**config.mk**
```make
export PLATFORM = sky130hd
export DESIGN_NAME = vector_fetch_flat
export DESIGN_NICKNAME = d
export VERILOG_FILES = /design/src/rtl/vector_fetch_if.sv /design/src/rtl/vector_fetch.sv /design/src/flat_wrapper.sv
export SDC_FILE = /design/constraint.sdc
export NUM_CORES = 1
export LEC_CHECK = 0
export CAP_MARGIN = 0
export CORE_ASPECT_RATIO = 1.75
export CORE_MARGIN = 4
export CORE_UTILIZATION = 56
export DETAILED_ROUTE_END_ITERATION = 8
export DONT_BUFFER_PORTS = 1
export HOLD_SLACK_MARGIN = 0.15
export PLACE_DENSITY_LB_ADDON = 0.2
export SLEW_MARGIN = 20
export SYNTH_ARGS = -nofsm -noshare
export SYNTH_HDL_FRONTEND = slang
export SYNTH_SLANG_ARGS = --single-unit
```
**constraint.sdc**
```tcl
create_clock -name clk -period 1.9 [get_ports clk]
set_input_delay 0.475 -clock clk [delete_from_list [all_inputs] [get_ports clk]]
set_output_delay 0.475 -clock clk [all_outputs]
set_load 0.05 [all_outputs]
```
**src/rtl/vector_fetch_if.sv**
```systemverilog
// Signal bundle between vector_fetch and its environment:
// interrupt sources, page-select register bus, and the vector consumer.
interface vector_fetch_if;
  logic        nmi_req;
  logic        swi_req;
  logic        irq_req;
  logic        irq_mask;
  logic        bus_req;
  logic        bus_gnt;
  logic        bus_cs;
  logic        bus_rw;
  logic [4:0]  bus_ad;
  logic [7:0]  bus_di;
  logic        vec_valid;
  logic [23:0] vec_addr;
  logic [1:0]  vec_src;
  logic        vec_ack;
  logic        busy;

  modport master (
    input  nmi_req, swi_req, irq_req, irq_mask, bus_gnt, bus_di, vec_ack,
    output bus_req, bus_cs, bus_rw, bus_ad, vec_valid, vec_addr, vec_src, busy
  );

  modport slave (
    output nmi_req, swi_req, irq_req, irq_mask, bus_gnt, bus_di, vec_ack,
    input  bus_req, bus_cs, bus_rw, bus_ad, vec_valid, vec_addr, vec_src, busy
  );
endinterface

```
**src/rtl/vector_fetch.sv**
```systemverilog
// Interrupt/reset vector fetcher: arbitrates pending sources, reads a 3-byte
// big-endian vector over the page-select register bus, presents it until acked.
module vector_fetch (
  input logic            clk,
  input logic            rst,
  vector_fetch_if.master vif
);

  typedef enum logic [2:0] {IDLE, ARB, F0, F1, F2, F3, VALID} state_t;

  state_t      state;
  logic        boot_pend;
  logic        nmi_pend;
  logic        swi_pend;
  logic        nmi_q;
  logic        nmi_edge;
  logic        nmi_act;
  logic        swi_act;
  logic        irq_live;
  logic [4:0]  base;

  logic        bus_req_q;
  logic        bus_cs_q;
  logic [4:0]  bus_ad_q;
  logic        vec_valid_q;
  logic [23:0] vec_addr_q;
  logic [1:0]  vec_src_q;
  logic        busy_q;

  // Same-cycle requests take part in arbitration, so simultaneous arrivals
  // are ordered by priority rather than by which one is already latched.
  always_comb begin
    nmi_edge = vif.nmi_req & ~nmi_q;
    nmi_act  = nmi_pend | nmi_edge;
    swi_act  = swi_pend | vif.swi_req;
    irq_live = vif.irq_req & ~vif.irq_mask;
  end

  always_comb begin
    case (vec_src_q)
      2'd0:    base = 5'h14;
      2'd1:    base = 5'h17;
      2'd2:    base = 5'h1A;
      default: base = 5'h1D;
    endcase
  end

  always_ff @(posedge clk or posedge rst) begin
    if (rst) begin
      state       <= IDLE;
      boot_pend   <= 1'b1;
      nmi_pend    <= 1'b0;
      swi_pend    <= 1'b0;
      nmi_q       <= 1'b0;
      bus_req_q   <= 1'b0;
      bus_cs_q    <= 1'b0;
      bus_ad_q    <= '0;
      vec_valid_q <= 1'b0;
      vec_addr_q  <= '0;
      vec_src_q   <= '0;
      busy_q      <= 1'b0;
    end else begin
      nmi_q <= vif.nmi_req;
      if (nmi_edge)    nmi_pend <= 1'b1;
      if (vif.swi_req) swi_pend <= 1'b1;

      case (state)
        IDLE: begin
          if (boot_pend || nmi_act || swi_act || irq_live) begin
            state     <= ARB;
            bus_req_q <= 1'b1;
            busy_q    <= 1'b1;
          end
          // A fresh request coincident with consuming an older one stays pending.
          if (boot_pend) begin
            boot_pend <= 1'b0;
            vec_src_q <= 2'd3;
          end else if (nmi_act) begin
            nmi_pend  <= nmi_pend & nmi_edge;
            vec_src_q <= 2'd2;
          end else if (swi_act) begin
            swi_pend  <= swi_pend & vif.swi_req;
            vec_src_q <= 2'd1;
          end else if (irq_live) begin
            vec_src_q <= 2'd0;
          end
        end
        ARB: begin
          if (vif.bus_gnt) begin
            state    <= F0;
            bus_cs_q <= 1'b1;
            bus_ad_q <= base;
          end
        end
        F0: begin
          state    <= F1;
          bus_ad_q <= base + 5'd1;
        end
        F1: begin
          state              <= F2;
          vec_addr_q[23:16]  <= vif.bus_di;
          bus_ad_q           <= base + 5'd2;
        end
        F2: begin
          state             <= F3;
          vec_addr_q[15:8]  <= vif.bus_di;
          bus_cs_q          <= 1'b0;
          bus_ad_q          <= '0;
        end
        F3: begin
          state           <= VALID;
          vec_addr_q[7:0] <= vif.bus_di;
          bus_req_q       <= 1'b0;
          vec_valid_q     <= 1'b1;
        end
        VALID: begin
          if (vif.vec_ack) begin
            state       <= IDLE;
            vec_valid_q <= 1'b0;
            busy_q      <= 1'b0;
          end
        end
        default: begin
          state       <= IDLE;
          bus_req_q   <= 1'b0;
          bus_cs_q    <= 1'b0;
          bus_ad_q    <= '0;
          vec_valid_q <= 1'b0;
          busy_q      <= 1'b0;
        end
      endcase
    end
  end

  assign vif.bus_req   = bus_req_q;
  assign vif.bus_cs    = bus_cs_q;
  assign vif.bus_rw    = 1'b1;
  assign vif.bus_ad    = bus_ad_q;
  assign vif.vec_valid = vec_valid_q;
  assign vif.vec_addr  = vec_addr_q;
  assign vif.vec_src   = vec_src_q;
  assign vif.busy      = busy_q;

endmodule
```
**src/flat_wrapper.sv**
```systemverilog
// flat-port wrapper written by rule: the top's interface ports become plain ports
module vector_fetch_flat 
  (clk, rst, vif_nmi_req, vif_swi_req, vif_irq_req, vif_irq_mask, vif_bus_gnt, vif_bus_di, vif_vec_ack, vif_bus_req, vif_bus_cs, vif_bus_rw, vif_bus_ad, vif_vec_valid, vif_vec_addr, vif_vec_src, vif_busy);
  vector_fetch_if vif_i ();
  input logic clk;
  input logic rst;
  input wire logic [$bits(vif_i.nmi_req)-1:0] vif_nmi_req;
  input wire logic [$bits(vif_i.swi_req)-1:0] vif_swi_req;
  input wire logic [$bits(vif_i.irq_req)-1:0] vif_irq_req;
  input wire logic [$bits(vif_i.irq_mask)-1:0] vif_irq_mask;
  input wire logic [$bits(vif_i.bus_gnt)-1:0] vif_bus_gnt;
  input wire logic [$bits(vif_i.bus_di)-1:0] vif_bus_di;
  input wire logic [$bits(vif_i.vec_ack)-1:0] vif_vec_ack;
  output wire logic [$bits(vif_i.bus_req)-1:0] vif_bus_req;
  output wire logic [$bits(vif_i.bus_cs)-1:0] vif_bus_cs;
  output wire logic [$bits(vif_i.bus_rw)-1:0] vif_bus_rw;
  output wire logic [$bits(vif_i.bus_ad)-1:0] vif_bus_ad;
  output wire logic [$bits(vif_i.vec_valid)-1:0] vif_vec_valid;
  output wire logic [$bits(vif_i.vec_addr)-1:0] vif_vec_addr;
  output wire logic [$bits(vif_i.vec_src)-1:0] vif_vec_src;
  output wire logic [$bits(vif_i.busy)-1:0] vif_busy;
  assign vif_i.nmi_req = vif_nmi_req;
  assign vif_i.swi_req = vif_swi_req;
  assign vif_i.irq_req = vif_irq_req;
  assign vif_i.irq_mask = vif_irq_mask;
  assign vif_i.bus_gnt = vif_bus_gnt;
  assign vif_i.bus_di = vif_bus_di;
  assign vif_i.vec_ack = vif_vec_ack;
  assign vif_bus_req = vif_i.bus_req;
  assign vif_bus_cs = vif_i.bus_cs;
  assign vif_bus_rw = vif_i.bus_rw;
  assign vif_bus_ad = vif_i.bus_ad;
  assign vif_vec_valid = vif_i.vec_valid;
  assign vif_vec_addr = vif_i.vec_addr;
  assign vif_vec_src = vif_i.vec_src;
  assign vif_busy = vif_i.busy;
  vector_fetch u_core (.clk(clk), .rst(rst), .vif(vif_i));
endmodule
```
==> results of run 1 <==
==> routing by layer <==
layer	share of wire (%)	wire length (um)
met2	59	2326
met4	1.8	73
met1	32	1269
met3	7.6	300
met5	0	0
==> area by class of cell <==
class                      instances  share of cell area (%)
clock buffer                       7                   3.642
tap                               43                   2.567
timing repair buffer              12                   4.418
multi-input combinational        104                   37.79
inverter                           7                   1.254
sequential                        42                   50.33
==> cells in the final DEF (no fill, tap or decap), drive strengths merged, types with 2 or more instances in the layout <==
| master | count |
|---|---|
| ha | 6 |
| o22ai | 2 |
| nand2b | 3 |
| clkbuf | 7 |
| inv | 7 |
| a21oi | 9 |
| nor2b | 4 |
| nor2 | 6 |
| dfrtp | 41 |
| or3 | 3 |
| o2bb2ai | 2 |
| nor3 | 4 |
| maj3 | 2 |
| o21a | 2 |
| mux2i | 2 |
| o21ai | 13 |
| nand2 | 8 |
| buf | 11 |
| or2 | 2 |
| mux2 | 24 |
| a22o | 3 |
| a22oi | 2 |
==> how the worst max path moves through the flow <==
stage	from	to	slack, ps	cells past startpoint
after floorplan	u_core.state[0]	u_core.swi_pend	-20	6
after global placement	u_core.state[0]	u_core.swi_pend	160	4
after detailed placement	u_core.state[0]	u_core.swi_pend	110	4
after CTS	u_core.state[0]	u_core.swi_pend	100	4
after global routing	u_core.vif.vec_src[1]	u_core.vif.bus_ad[1]	10	6
final	u_core.vif.vec_src[1]	u_core.vif.bus_ad[1]	80	6
==> repair_timing <==
action | in CTS | in global routing
hold buffers | 1 | 0
gates resized for setup | 0 | 0
endpoints found under the hold margin | 41 | 0
==> critical path: cells and delay by family (launching register included) <==
kind | cells | cell delay (ps)
flip-flops | 1 | 410
AND/OR/NAND/NOR | 1 | 580
AO/OA/AOI/OAI | 3 | 370
buffers and inverters | 1 | 60
adder cells (fa/ha/maj) | 1 | 330
==> flip-flops by register name, indices dropped and copies added (netlist names) <==
| signal | cells |
|---|---|
| u_core.state | 3 |
| u_core.vif.bus_cs | 1 |
| u_core.vif.vec_addr | 24 |
| u_core.vif.vec_src | 2 |
| u_core.vif.busy | 1 |
| u_core.boot_pend | 1 |
| u_core.swi_pend | 1 |
| u_core.vif.vec_valid | 1 |
| u_core.vif.bus_ad | 5 |
| u_core.nmi_pend | 1 |
| u_core.nmi_q | 1 |
| u_core.vif.bus_req | 1 |
==> per-stage QoR <==
| step | setup WS (ps) | utilization [%] | hold WS [ps] |
|---|---|---|---|
| 4_1_cts | 96.50 | 65.30 | 202.3 |
| 5_1_grt | 10.07 | 65.30 | 196.1 |
| 6_report | 78.64 | 65.30 | 207.3 |
| 2_1_floorplan | -15.64 | - | 499.9 |
| 3_5_place_dp | 108.6 | 62.61 | 436.6 |
| 3_3_place_gp | 159.6 | 62.61 | 421.8 |
==> cells by family (layout without fill, tap and decap cells) <==
family	after synthesis	after routing	share of synthesized area (%)
buf+inv	15	26	3.911
mux	26	26	15.12
fa+ha+maj	8	8	5.019
other cells	1	1	0.1954
compound gates	36	36	11.54
flops	42	42	54.82
simple gates	33	33	9.388
==> results.sh, run 1 <==
export IMPL_hold_path_end="u_core.nmi_q"
export IMPL_hpwl_mm=3.023
export IMPL_timing_rr_start="u_core.vif.vec_src[1]"
export IMPL_ff2ff_setup_slack_ps=80
export IMPL_ant_nets=0
export IMPL_cpMaxStageDelayCell="or4b_2"
export IMPL_start_kind="flop"
export IMPL_arrival_ps=2040
export IMPL_cp_cell_sequence="inv_2 -> ha_1 -> or4b_2 -> o21ai_0 -> a22oi_1 -> o2bb2ai_1"
export IMPL_rsz0062_at_grt="false"
export IMPL_clkLatencyLatePin_ps=290
export IMPL_design_core_area_sq_mm=0.003209
export IMPL_fp_dieH_um=85.45
export IMPL_drt_total_wl_mm=3.969
export IMPL_reg2reg_depth=6
export IMPL_cts_sinks=42
export IMPL_grt_pass1_vias=1408
export IMPL_busiest_layer="met2"
export IMPL_timing_setup_tns_ps=0
export IMPL_slew_viol_final=0
export IMPL_worstHoldPathCells=0
export IMPL_critPathMaxFanout=5
export IMPL_final_setup_viol_count=0
export IMPL_path_clk_slew_ps=80
export IMPL_yosysSeqAreaShare_pct=54.82
export IMPL_outcome="complete, no violations"
export IMPL_cts_max_path_buffers=2
export IMPL_clock_skew_final_ps=6.293
export IMPL_syn_nets=183
export IMPL_viasPerCell=5.893
export IMPL_fmax_mhz=549.0
export IMPL_cap_violations=0
export IMPL_drive_above_1_share_pct=29.07
export IMPL_fin_crit_ps=1821
export IMPL_grt_met1_usage_pct=18.77
export IMPL_finalCritPeriodShare_pct=95.86
export IMPL_cts_root_buf="clkbuf_8"
export IMPL_ys_flop_type="dfrtp_1"
export IMPL_synth_edf_count=0
export IMPL_seqCellArea_sq_mm=0.001055
export IMPL_cts_tree="built"
export IMPL_drc=0
export IMPL_end_kind="flop"
export IMPL_gp_congestion=0.7866
export IMPL_avgSynthCellArea_sq_um=11.92
export IMPL_relSlewSlack_pct=60.80
export IMPL_yosysWarnings=0
export IMPL_die_w_um=52.26
export IMPL_dp_cells=207
export IMPL_synth_top_cells_by_area="dfrtp_1, mux2_2, ha_1"
export IMPL_syn2layout_area_growth_pct=9.192
export IMPL_n_antenna_cell=0
export IMPL_die_area_sq_mm=0.004465
export IMPL_multi_input_area_sq_um=792.0
export IMPL_holdCritPathClass="primary input to flop"
export IMPL_fillers=263
export IMPL_start_util_pct=59.81
export IMPL_rows=27
export IMPL_ys_seq_elements=42
export IMPL_grt_max_degree=22
export IMPL_grt_pass1_wl_mm=6.589
export IMPL_io_pins=52
export IMPL_synthTopCellsByCount="dfrtp_1, mux2_2, o21ai_0, a21oi_1, nand2_1"
export IMPL_post_cts_buffers=0
export IMPL_grtUsageTotal_pct=20.30
export IMPL_fin_nets=194
export IMPL_numCtsBuffers=5
export IMPL_synth_cell_types=36
export IMPL_rr_endpoint="u_core.vif.bus_ad[1]"
export IMPL_synth_top_area_cell="dfrtp_1"
export IMPL_holdCritStartpoint="vif_nmi_req"
export IMPL_use_met3_pct=7.206
export IMPL_antenna_found_initial=0
export IMPL_grt_overflow=0
export IMPL_netlist_instances=161
export IMPL_h_tree_depth=2
export IMPL_wire_per_inst_um=18.46
export IMPL_syn_cell_area_sq_mm=0.001919
export IMPL_via_count=1267
export IMPL_tightest_slew_ps=583.5
export IMPL_worstSetupPathType="flop to flop"
export IMPL_met2_usage_pct=38.03
export IMPL_async_flop_share_pct=100.0
export IMPL_yosysMostFrequentCell="dfrtp_1"
export IMPL_drtIter0Drc=17
export IMPL_finalHoldViolCount=0
export IMPL_yosysTopAreaCellShare_pct=53.46
export IMPL_slowest_delay_ps=580
export IMPL_final_area_sq_mm=0.002096
export IMPL_dr_pass1_iters=4
export IMPL_cp_data_required_time_ps=2120
export IMPL_dpl_cell_area_sq_mm=0.002009
export IMPL_final_cells=215
export IMPL_io_buffers=0
Power of run 1 is left out: the tool's default activity adds up to more than one toggle a clock period on the data nets, which glitch-free logic cannot reach.
==> run 2: changes to the inputs <==
--- a/config.mk
+++ b/config.mk
@@ -8,11 +8,12 @@
 export CAP_MARGIN = 0
 export CORE_ASPECT_RATIO = 1.75
 export CORE_MARGIN = 4
-export CORE_UTILIZATION = 56
+export CORE_UTILIZATION = 43
+export CTS_CLUSTER_DIAMETER = 120
 export DETAILED_ROUTE_END_ITERATION = 8
-export DONT_BUFFER_PORTS = 1
 export HOLD_SLACK_MARGIN = 0.15
 export PLACE_DENSITY_LB_ADDON = 0.2
+export SKIP_LAST_GASP = 1
 export SLEW_MARGIN = 20
 export SYNTH_ARGS = -nofsm -noshare
 export SYNTH_HDL_FRONTEND = slang
==> run 2 against run 1 <==
Final area is 22% higher. Final cell count rose by 28%. Fmax rose by 1.2%. Clock-buffer cell count decreased by 2.
==> results.sh, run 2 (same netlist as run 1, synthesis figures left out) <==
export IMPL_h_tree_depth=2
export IMPL_largest_register_ffs=24
export IMPL_finalHoldViolCount=0
export IMPL_dr_pass1_iters=3
export IMPL_via_count=1482
export IMPL_start_util_pct=45.40
export IMPL_grt_pass1_vias=1594
export IMPL_clock_skew_final_ps=5.490
export IMPL_outcome="complete, no violations"
export IMPL_met2_usage_pct=32.46
export IMPL_n_antenna_cell=0
export IMPL_worstSetupPathType="primary input to flop"
export IMPL_slew_viol_final=0
export IMPL_die_w_um=58.51
export IMPL_rows=31
export IMPL_end_kind="flop"
export IMPL_cap_violations=0
export IMPL_critPathMaxFanout=2
export IMPL_fin_nets=248
export IMPL_dp_slack_ps=-283.4
export IMPL_viasPerCell=5.370
export IMPL_holdCritPathClass="primary input to asynchronous set/reset pin"
export IMPL_whs_ps=433.4
export IMPL_cts_root_buf="clkbuf_8"
export IMPL_clkLatencyLatePin_ps=300
export IMPL_design_core_area_sq_mm=0.004228
export IMPL_final_setup_viol_count=0
export IMPL_wire_per_inst_um=15.64
export IMPL_path_delay_family="buffers and inverters"
export IMPL_layout_common_cells="buf_4, dfrtp_1, mux2_2, clkdlybuf4s50_1, o21ai_0"
export IMPL_die_area_sq_mm=0.005639
export IMPL_grt_overflow=0
export IMPL_path_clk_slew_ps=80
export IMPL_cpMaxStageDelayCell="clkdlybuf4s50_1"
export IMPL_hpwl_mm=3.337
export IMPL_io_buffers=50
export IMPL_drive_above_1_share_pct=41.41
export IMPL_antenna_found_initial=0
export IMPL_numCtsBuffers=5
export IMPL_postCtsHoldBufs=0
export IMPL_fp_dieH_um=96.38
export IMPL_final_common_cell="buf_4"
export IMPL_finalCritPeriodShare_pct=94.72
export IMPL_busiest_layer="met2"
export IMPL_cp_data_required_time_ps=2080
export IMPL_start_kind="primary input"
export IMPL_cp_buffers_inverters=2
export IMPL_grtUsageTotal_pct=16.85
export IMPL_syn2layout_area_growth_pct=33.57
export IMPL_cp_cell_sequence="clkdlybuf4s50_1 -> or2_2 -> a2111oi_2 -> buf_4 -> nor2b_1 -> o21ai_0"
export IMPL_fmax_mhz=555.7
export IMPL_use_met3_pct=3.457
export IMPL_grt_met1_usage_pct=17.01
export IMPL_fin_crit_ps=1800
export IMPL_cts_sinks=42
export IMPL_drtIter0Drc=12
export IMPL_drt_total_wl_mm=4.316
export IMPL_io_pins=52
export IMPL_grt_max_degree=20
export IMPL_cts_max_path_buffers=2
export IMPL_grt_pass1_wl_mm=7.238
export IMPL_finalWorstSetupSlack_ps=100.4
export IMPL_slowest_delay_ps=430
export IMPL_utilization_pct=60.64
export IMPL_drc=0
export IMPL_cts_tree="built"
export IMPL_arrival_ps=1980
export IMPL_gp_congestion=0.7983
export IMPL_ant_nets=0
-- run 2: area by class of cell --
type | instances | area [sq um]
clock buffer | 5 | 68.82
clock inverter | 3 | 21.27
fill | 380 | 1664
inverter | 7 | 26.28
multi-input combinational | 104 | 798.3
sequential | 42 | 1055
tap | 49 | 61.31
timing repair buffer | 66 | 533.0
-- run 2: through the flow --
step | area (sq um) | TNS [ps] | instances
after floorplan | 1922 | -27.20 | 161
after global placement | 2467 | -951.8 | 268
after detailed placement | 2467 | -1045 | 268
after CTS | 2557 | 0 | 276
after global routing | 2564 | -22.92 | 276
final | 2564 | 0 | 276
-- run 2: final timing paths --
path	startpoint	endpoint	slack, ps	cells past startpoint
worst max-delay path	vif_swi_req	u_core.vif.bus_req	100	6
worst max register to register	u_core.state[0]	u_core.swi_pend	110	4
max in group asynchronous	rst	u_core.vif.vec_addr[4]	910	3
worst min register to register	u_core.vif.bus_ad[4]	u_core.vif.bus_ad[4]	500	1
min in group clk	u_core.vif.bus_ad[4]	u_core.vif.bus_ad[4]	500	1
worst min-delay path	rst	u_core.nmi_q	430	2
-- run 2: metal layers --
layer / wire (um) / up-vias
met4: 78 / 0
met5: 0 / -
met3: 169 / 8
met1: 1554 / 743
met2: 2514 / 33
li1: - / 698
-- run 2: what timing repair did --
action                                  in CTS  in global routing
gates resized for setup                      0                  2
setup buffers                                0                  0
endpoints found under the setup margin       0                  2
Power of run 2 is left out for the same reason.
